$ cat src/rtl/trace_pkg.sv
// Shared types and sizing helpers for the pipeline trace buffer.
package trace_pkg;

  typedef enum logic [1:0] {
    StIdle  = 2'd0,
    StArmed = 2'd1,
    StPost  = 2'd2,
    StDone  = 2'd3
  } trace_state_e;

  typedef enum logic [1:0] {
    ModeImm  = 2'd0,
    ModePc   = 2'd1,
    ModeNth  = 2'd2,
    ModeRsvd = 2'd3
  } trace_mode_e;

  function automatic int unsigned ptr_w(int unsigned depth);
    return (depth > 1) ? $clog2(depth) : 1;
  endfunction

endpackage

$ cat src/rtl/trace_ram.sv
// Simple dual-port trace storage: one write port, synchronous one-cycle read.
module trace_ram #(
  parameter int unsigned DATA_W = 169,
  parameter int unsigned DEPTH  = 16,
  parameter int unsigned ADDR_W = 4
) (
  input  logic              clk_i,
  input  logic              reset_i,
  input  logic              we_i,
  input  logic [ADDR_W-1:0] waddr_i,
  input  logic [DATA_W-1:0] wdata_i,
  input  logic              re_i,
  input  logic [ADDR_W-1:0] raddr_i,
  output logic [DATA_W-1:0] rdata_o
);

  logic [DATA_W-1:0] mem_q [DEPTH];
  logic [DATA_W-1:0] rdata_q;

  // Array is never reset so it can map onto block RAM; only the output register is.
  always_ff @(posedge clk_i) begin
    if (we_i) mem_q[waddr_i] <= wdata_i;
  end

  always_ff @(posedge clk_i) begin
    if (reset_i) begin
      rdata_q <= '0;
    end else if (re_i) begin
      rdata_q <= mem_q[raddr_i];
    end
  end

  assign rdata_o = rdata_q;

endmodule

$ cat src/rtl/pipe_trace_buffer.sv
// Armable, triggerable circular history of one pipeline stage word, drained oldest-first.
module pipe_trace_buffer
  import trace_pkg::*;
#(
  parameter int unsigned DATA_W = 169,
  parameter int unsigned PC_W   = 32,
  parameter int unsigned DEPTH  = 16,
  parameter int unsigned CNT_W  = 16
) (
  input  logic                     clk_i,
  input  logic                     reset_i,
  input  logic                     arm_i,
  input  logic [1:0]               mode_i,
  input  logic [PC_W-1:0]          trig_pc_i,
  input  logic [CNT_W-1:0]         trig_count_i,
  input  logic [$clog2(DEPTH):0]   post_count_i,
  input  logic                     cap_valid_i,
  input  logic [PC_W-1:0]          cap_pc_i,
  input  logic [DATA_W-1:0]        cap_data_i,
  input  logic                     rd_en_i,
  output logic [DATA_W-1:0]        rd_data_o,
  output logic                     rd_valid_o,
  output logic                     rd_empty_o,
  output logic [1:0]               state_o,
  output logic                     wrapped_o,
  output logic [CNT_W-1:0]         cap_total_o
);

  localparam int unsigned PtrW = ptr_w(DEPTH);
  localparam int unsigned CntW = PtrW + 1;

  trace_state_e       state_q;
  logic [PtrW-1:0]    wr_ptr_q, rd_ptr_q;
  logic [CntW-1:0]    unread_q, post_left_q;
  logic               wrapped_q, rd_valid_q;
  logic [CNT_W-1:0]   cap_total_q;

  logic               capturing, trig_hit, rd_fire, wrapped_nxt;
  logic [PtrW-1:0]    wr_ptr_nxt;
  logic [CntW-1:0]    post_clamped;
  logic [CNT_W:0]     trig_n, cap_next;
  logic [CNT_W-1:0]   cap_total_sat;
  trace_mode_e        mode;

  always_comb begin
    mode      = trace_mode_e'(mode_i);
    capturing = (state_q == StArmed || state_q == StPost) && cap_valid_i && !arm_i;
    rd_fire   = (state_q == StDone) && rd_en_i && (unread_q != '0) && !arm_i;

    post_clamped = (post_count_i > CntW'(DEPTH - 1)) ? CntW'(DEPTH - 1) : post_count_i;

    // One bit wider than cap_total so a saturated counter can never match.
    trig_n   = (trig_count_i == '0) ? (CNT_W + 1)'(1) : {1'b0, trig_count_i};
    cap_next = {1'b0, cap_total_q} + (CNT_W + 1)'(1);

    unique case (mode)
      ModePc:  trig_hit = (cap_pc_i == trig_pc_i);
      ModeNth: trig_hit = (cap_next == trig_n);
      default: trig_hit = 1'b1;
    endcase

    wr_ptr_nxt    = wr_ptr_q + PtrW'(1);
    wrapped_nxt   = wrapped_q | (wr_ptr_q == PtrW'(DEPTH - 1));
    cap_total_sat = (cap_total_q == '1) ? cap_total_q : cap_total_q + CNT_W'(1);
  end

  always_ff @(posedge clk_i) begin
    if (reset_i) begin
      state_q     <= StIdle;
      wr_ptr_q    <= '0;
      rd_ptr_q    <= '0;
      unread_q    <= '0;
      post_left_q <= '0;
      wrapped_q   <= 1'b0;
      cap_total_q <= '0;
      rd_valid_q  <= 1'b0;
    end else begin
      rd_valid_q <= rd_fire;
      if (arm_i) begin
        state_q     <= StArmed;
        wr_ptr_q    <= '0;
        rd_ptr_q    <= '0;
        unread_q    <= '0;
        post_left_q <= '0;
        wrapped_q   <= 1'b0;
        cap_total_q <= '0;
      end else begin
        unique case (state_q)
          StIdle: ;
          StArmed, StPost: begin
            if (capturing) begin
              wr_ptr_q    <= wr_ptr_nxt;
              wrapped_q   <= wrapped_nxt;
              cap_total_q <= cap_total_sat;
              if ((state_q == StArmed && trig_hit && post_clamped == '0) ||
                  (state_q == StPost && post_left_q == CntW'(1))) begin
                // Oldest entry sits at the write pointer once the ring has wrapped.
                state_q  <= StDone;
                rd_ptr_q <= wrapped_nxt ? wr_ptr_nxt : '0;
                unread_q <= wrapped_nxt ? CntW'(DEPTH) : {1'b0, wr_ptr_nxt};
              end else if (state_q == StArmed && trig_hit) begin
                state_q     <= StPost;
                post_left_q <= post_clamped;
              end else if (state_q == StPost) begin
                post_left_q <= post_left_q - CntW'(1);
              end
            end
          end
          StDone: begin
            if (rd_fire) begin
              rd_ptr_q <= rd_ptr_q + PtrW'(1);
              unread_q <= unread_q - CntW'(1);
            end
          end
        endcase
      end
    end
  end

  trace_ram #(
    .DATA_W (DATA_W),
    .DEPTH  (DEPTH),
    .ADDR_W (PtrW)
  ) u_ram (
    .clk_i   (clk_i),
    .reset_i (reset_i),
    .we_i    (capturing),
    .waddr_i (wr_ptr_q),
    .wdata_i (cap_data_i),
    .re_i    (rd_fire),
    .raddr_i (rd_ptr_q),
    .rdata_o (rd_data_o)
  );

  assign rd_valid_o  = rd_valid_q;
  assign rd_empty_o  = (state_q != StDone) || (unread_q == '0);
  assign state_o     = state_q;
  assign wrapped_o   = wrapped_q;
  assign cap_total_o = cap_total_q;

endmodule

$ cat config.mk
export PLATFORM = sky130hd
export DESIGN_NAME = pipe_trace_buffer
export DESIGN_NICKNAME = d
export VERILOG_FILES = /design/src/rtl/trace_pkg.sv /design/src/rtl/trace_ram.sv /design/src/rtl/pipe_trace_buffer.sv
export SDC_FILE = /design/constraint.sdc
export NUM_CORES = 2
export LEC_CHECK = 0
export BUFFER_PORTS_ARGS = -buffer_cell sky130_fd_sc_hd__clkbuf_2
export CAP_MARGIN = 15
export CORE_ASPECT_RATIO = 2
export CORE_MARGIN = 3
export CORE_UTILIZATION = 40
export CTS_CLUSTER_DIAMETER = 50
export DETAILED_ROUTE_END_ITERATION = 12
export PLACE_DENSITY_LB_ADDON = 0.25
export SLEW_MARGIN = 20
export SYNTH_ARGS = -nofsm -noshare
export SYNTH_HDL_FRONTEND = slang
export SYNTH_SLANG_ARGS = --single-unit
$ cat constraint.sdc
create_clock -name clk_i -period 8.77 [get_ports clk_i]
set_input_delay 0.877 -clock clk_i [delete_from_list [all_inputs] [get_ports clk_i]]
set_output_delay 0.877 -clock clk_i [all_outputs]
set_load 0.05 [all_outputs]
# == Word-level counts from Yosys, hierarchy flattened ==
# Memory sizes are Yosys's and may differ from the RTL's. A register that Yosys moved wholly into a read port is not among the register bits.
# Cells that the tools add are included.
# totals
memories,1
out_inout_bits,190
input_bits,261
register_bits,38
ramBits,2704
# mem_list
name,depth,width,rd,rd_ports_with_merged_regs,wr,line_no,text
u_ram.mem_q,16,169,1,1,1,trace_ram.sv:17,logic [DATA_W-1:0] mem_q [DEPTH];
# classes
n_bitwise,3
n_eq_ne,14
addsub,6
magnitude_cmp,1
n_reduce_logical,30
n_mux,22
# ops
op,count
2-to-1 mux 5 bit,7
equality test 32 bit,1
adder 16 x 1 -> 17 bit (second input constant),1
equality test 17 x 16 -> 1 bit,1
adder 16 x 1 -> 16 bit (second input constant),1
equality test 16 bit (second input constant),1
logical NOT 16 bit,1
2-to-1 mux 16 bit,1
2-to-1 mux 4 bit,4
logical NOT 5 bit,2
one-hot mux 5 bit (2 select lines),1
nonzero test 2 bit,5
subtractor 5 x 1 -> 5 bit (second input constant),2
AND reduction 3 bit,3
adder 4 x 1 -> 4 bit (second input constant),2
logical AND 1 bit,8
!= test 2 bit (second input constant),4
one-hot mux 4 bit (2 select lines),1
AND reduction 4 bit,2
equality test 2 bit (second input constant),3
equality test 5 x 1 -> 1 bit (second input constant),1
> comparator 5 x 4 -> 1 bit (second input constant),1
2-to-1 mux 1 bit,5
nonzero test 5 bit,1
other kinds (11),17

# == Logic depth before layout (Yosys ltp) ==
# logic_depth
depth_word,11
mapped_depth,12

# == Modules after synthesis ==
# A second synthesis with hierarchy kept.
# unflattened
hier_cells,6129
area_unflattened_um2,111401.8
# by_module_without_submodules
mod,cells_per_inst,seq_area_each_um2,instances,area_per_inst_um2
trace_ram,5746,84581.1,1,108382.7
pipe_trace_buffer,383,760.7,1,3019.1

# == Worst setup path before layout ==
# Ideal clock, no wire load.
# synth_path
path_type,register -> register
from,"register state_q[0], in the netlist state_o[0]"
to,memory u_ram.mem_q[4][0] (enable)
period_less_slack_ns,6.222
slack_ns,2.548
required_ns,8.220
arrival_time_ns,5.672
setup_time_ns,0.550
path_stages_with_launch,9
path_cell_list,dfxtp_1 inv_1 ha_1 nand2b_1 nor2_1 clkbuf_8 nand2_1 nor2_1 and2_1
# synth_via
elab_chain_len,6
word_cells_on_any_way,7
cone_classes,eq/ne: 2; mux: 2; reduce/logical: 3
# synth_rtl
element,line_no,text
from (decl),pipe_trace_buffer.sv:32,trace_state_e state_q;
from (signal assigned),pipe_trace_buffer.sv:69,state_q <= StIdle;
from (signal assigned),pipe_trace_buffer.sv:80,state_q <= StArmed;
from (signal assigned),pipe_trace_buffer.sv:98,state_q <= StDone;
equality test 2 x 1 -> 1 bit or equality test 2 bit (tied branches),pipe_trace_buffer.sv:47,capturing = (state_q == StArmed || state_q == StPost) && cap_valid_i && !arm_i;
logical OR 1 bit (*),pipe_trace_buffer.sv:47,
logical AND 1 bit (*) (2 in a row),pipe_trace_buffer.sv:47,
2-to-1 mux 1 bit (*),trace_ram.sv:22,if (we_i) mem_q[waddr_i] <= wdata_i;
2-to-1 mux 1 bit (not written as such) (*),trace_ram.sv:22,
to (decl),trace_ram.sv:17,
# Every way passes the cells marked *; elsewhere a longest branch is shown, timed or not.

# == Final worst setup path ==
# layout_path
from,"register state_q[0], in the netlist state_o[0]"
to,memory u_ram.mem_q[4][77] (enable)
# The elaborated chain is that of the path after synthesis.

==> results.json <==
{
  "ys_ff_latch": 2911,
  "synth.distinct_cells": 72,
  "synth-edff-count": 2704,
  "cts.reportedPaths.clkPinSlew_ps": 60,
  "cts_sinks": 2911,
  "grt_max_degree": 135,
  "max_freq_mhz": 230,
  "drv_slew": 0,
  "power_density_mw_per_mm2": 218,
  "rsz0062_at_grt": "no",
  "num_vias": 51800,
  "cts_tree": "done",
  "synth_ff_type": "edfxtp_1",
  "viasPerCell": 5.62,
  "drv_cap": 0,
  "synth.avg_cell_area_um2": 22.4,
  "synth_area_mm2": 0.110,
  "grt-ovfl-total": 0,
  "critPathLaunchType": "flop",
  "hpwl_mm": 153,
  "worst_pin_slew_ps": 1060,
  "ctsHoldBuffers": 0,
  "drc": 0,
  "finalHoldViolCount": 0,
  "cp_slowest_cell": "buf_4",
  "max_stage_delay_ps": 840,
  "fin_crit_sh_pct": 49.6,
  "clock-root-buffer": "clkbuf_16",
  "cts_resized": 0,
  "clk_path_buf_depth": 4,
  "rows": 271,
  "routed_wl_mm": 282,
  "drive_gt1_share_pct": 32.2,
  "setup_violations": 0,
  "status": "finished clean",
  "numPlacedInstances": 8722,
  "synth_async_sr_flop_share_pct": 0,
  "end_kind": "flop",
  "coreArea_mm2": 0.273,
  "area_growth_pct": 14.2,
  "dr.pass1.iters": 7,
  "synth_nets": 5184,
  "place_congestion": 0.788,
  "yosysSeqAreaShare_pct": 77.6,
  "slew_headroom_pct": 29.6,
  "grt_pass1_vias": 55500,
  "synthCells": 4908,
  "cp.required_ps": 9210,
  "grt_pass1_wl_mm": 407,
  "final_nets": 5723,
  "stdcell_count": 9223,
  "cp_cell_sequence": "inv_1 > ha_1 > nand2b_1 > nor2_1 > nand2_1 > nor2_1 > and2_4 > buf_4 > buf_4",
  "finalCriticalPeriod_ps": 4350,
  "worstPathArrival_ps": 4790,
  "ios": 451,
  "gr-usage-all-layers_pct": 20.0,
  "fin_tns_setup_ps": 0,
  "power_uw": 27400,
  "irDropWorstVdd_mv": 0.176,
  "drtIter0Drc": 3863,
  "final_common_cell": "edfxtp_1",
  "final_cell_mix": "edfxtp_1, mux4_2, clkbuf_2",
  "antenna_found_initial": 53,
  "p_leak_uw": 0.0383,
  "die-area_mm2": 0.282,
  "initial_utilization_pct": 40.3,
  "critPathMaxFanout": 46,
  "ant_nets": 0,
  "io_buffers": 450,
  "skew_ps": 69.8,
  "clock_latency_ps": 860,
  "htreeDepth": 5,
  "min_path_type": "input pin to flop",
  "wl_per_cell_um": 30.6,
  "fin_util_pct": 46.0,
  "yosysWarningCount": 0,
  "postCtsSetupBuffers": 0,
  "die_x_um": 377,
  "path_class": "flop to flop",
  "cts_buffers": 272,
  "die_h_um": 748
}
## power by group
group          internal (uW)  switching, uW  leakage [uW]  total (uW)
clock                   6720           5150       0.00432       11900
sequential             15200           8.11        0.0260       15200
combinational            114            285       0.00800         399
total                  22000           5440        0.0383       27400
## worst paths after layout
path	startpoint	to	slack (ps)	depth (start not counted)
worst max-delay path	state_o[0]	u_ram.mem_q[4][77]	4420	9
worst min-delay path	cap_data_i[114]	u_ram.mem_q[1][114]	420	1
worst max register to register	state_o[0]	u_ram.mem_q[4][77]	4420	9
worst min register to register	u_ram.rdata_o[63]	u_ram.rdata_o[63]	450	2
## kinds of logic (layout without fill, tap and decap cells)
kind of cell | Yosys count | count (layout) | synth area share [%]
flops | 2911 | 2911 | 77.6
compound gates | 256 | 256 | 1.36
mux | 853 | 853 | 17.3
other cells | 0 | 14 | 0
buf+inv | 283 | 1035 | 1.02
simple gates | 524 | 524 | 2.08
fa+ha+maj | 15 | 15 | 0.171
xor+xnor | 66 | 66 | 0.525
## metal layers
metal / vias up / wire, um / global-route usage [%]
li1: 21600 / - / -
met1: 28300 / 108000 / 24.4
met2: 1369 / 153000 / 36.3
met3: 464 / 14100 / 3.39
met4: 38 / 7430 / 5.44
met5: - / 257 / 0
## synthesized netlist by cell type (4+ instances only)
cell type	n	share of area (%)
a211oi_1	19	0.13
a21oi_1	180	0.82
a31oi_1	4	0.023
a32o_1	4	0.036
and2_1	25	0.14
and3_1	4	0.023
and4_1	4	0.032
buf_1	60	0.20
buf_2	4	0.018
buf_4	4	0.027
clkbuf_1	194	0.66
dfxtp_1	207	3.8
edfxtp_1	2704	74
ha_1	15	0.17
inv_1	16	0.055
mux2i_1	15	0.14
mux4_2	837	17
nand2_1	354	1.2
nand2b_1	8	0.045
nand3_1	7	0.032
nand4_1	14	0.080
nor2_1	57	0.19
nor3_1	14	0.064
nor4_1	10	0.057
o211ai_1	4	0.027
o21ai_0	8	0.036
o221a_2	4	0.041
o31ai_1	5	0.034
or2_2	5	0.028
xnor2_1	51	0.41
xor2_1	15	0.12
## sequential cells by signal, indices dropped and copies added, names as in the netlist
| register | cells |
|---|---|
| post_left_q | 5 |
| rd_ptr_q | 4 |
| state_o | 2 |
| wrapped_o | 1 |
| wr_ptr_q | 4 |
| rd_valid_o | 1 |
| unread_q | 5 |
| u_ram.rdata_o | 169 |
| u_ram.mem_q | 2704 |
| cap_total_o | 16 |
## worst max-delay path, delay by kind of cell, from the launching register on
family,cells,cell delay [ps]
adder cells (fa/ha/maj),1,340
buffers and inverters,3,1500
flip-flops,1,410
AND/OR/NAND/NOR,5,1650
## layout make-up
class / count / area [um2]
diodes: 14 / 35.0
clock buffers: 364 / 7590
clock inverters: 123 / 1300
fillers: 22600 / 147000
inverters: 16 / 67.6
multi-input cells: 1714 / 23600
flip-flops and latches: 2911 / 85400
well taps: 3549 / 4440
repair buffers: 532 / 3220
## per-stage QoR
step                      setup WS, ps  hold slack, ps  area (um2)
after floorplan                   2550             454      110000
after global placement            4160             443      117000
after detailed placement          4250             447      117000
after CTS                         4380             318      126000
after global routing              4100             418      126000
final                             4420             422      126000
(Power assumes the default switching activity.)
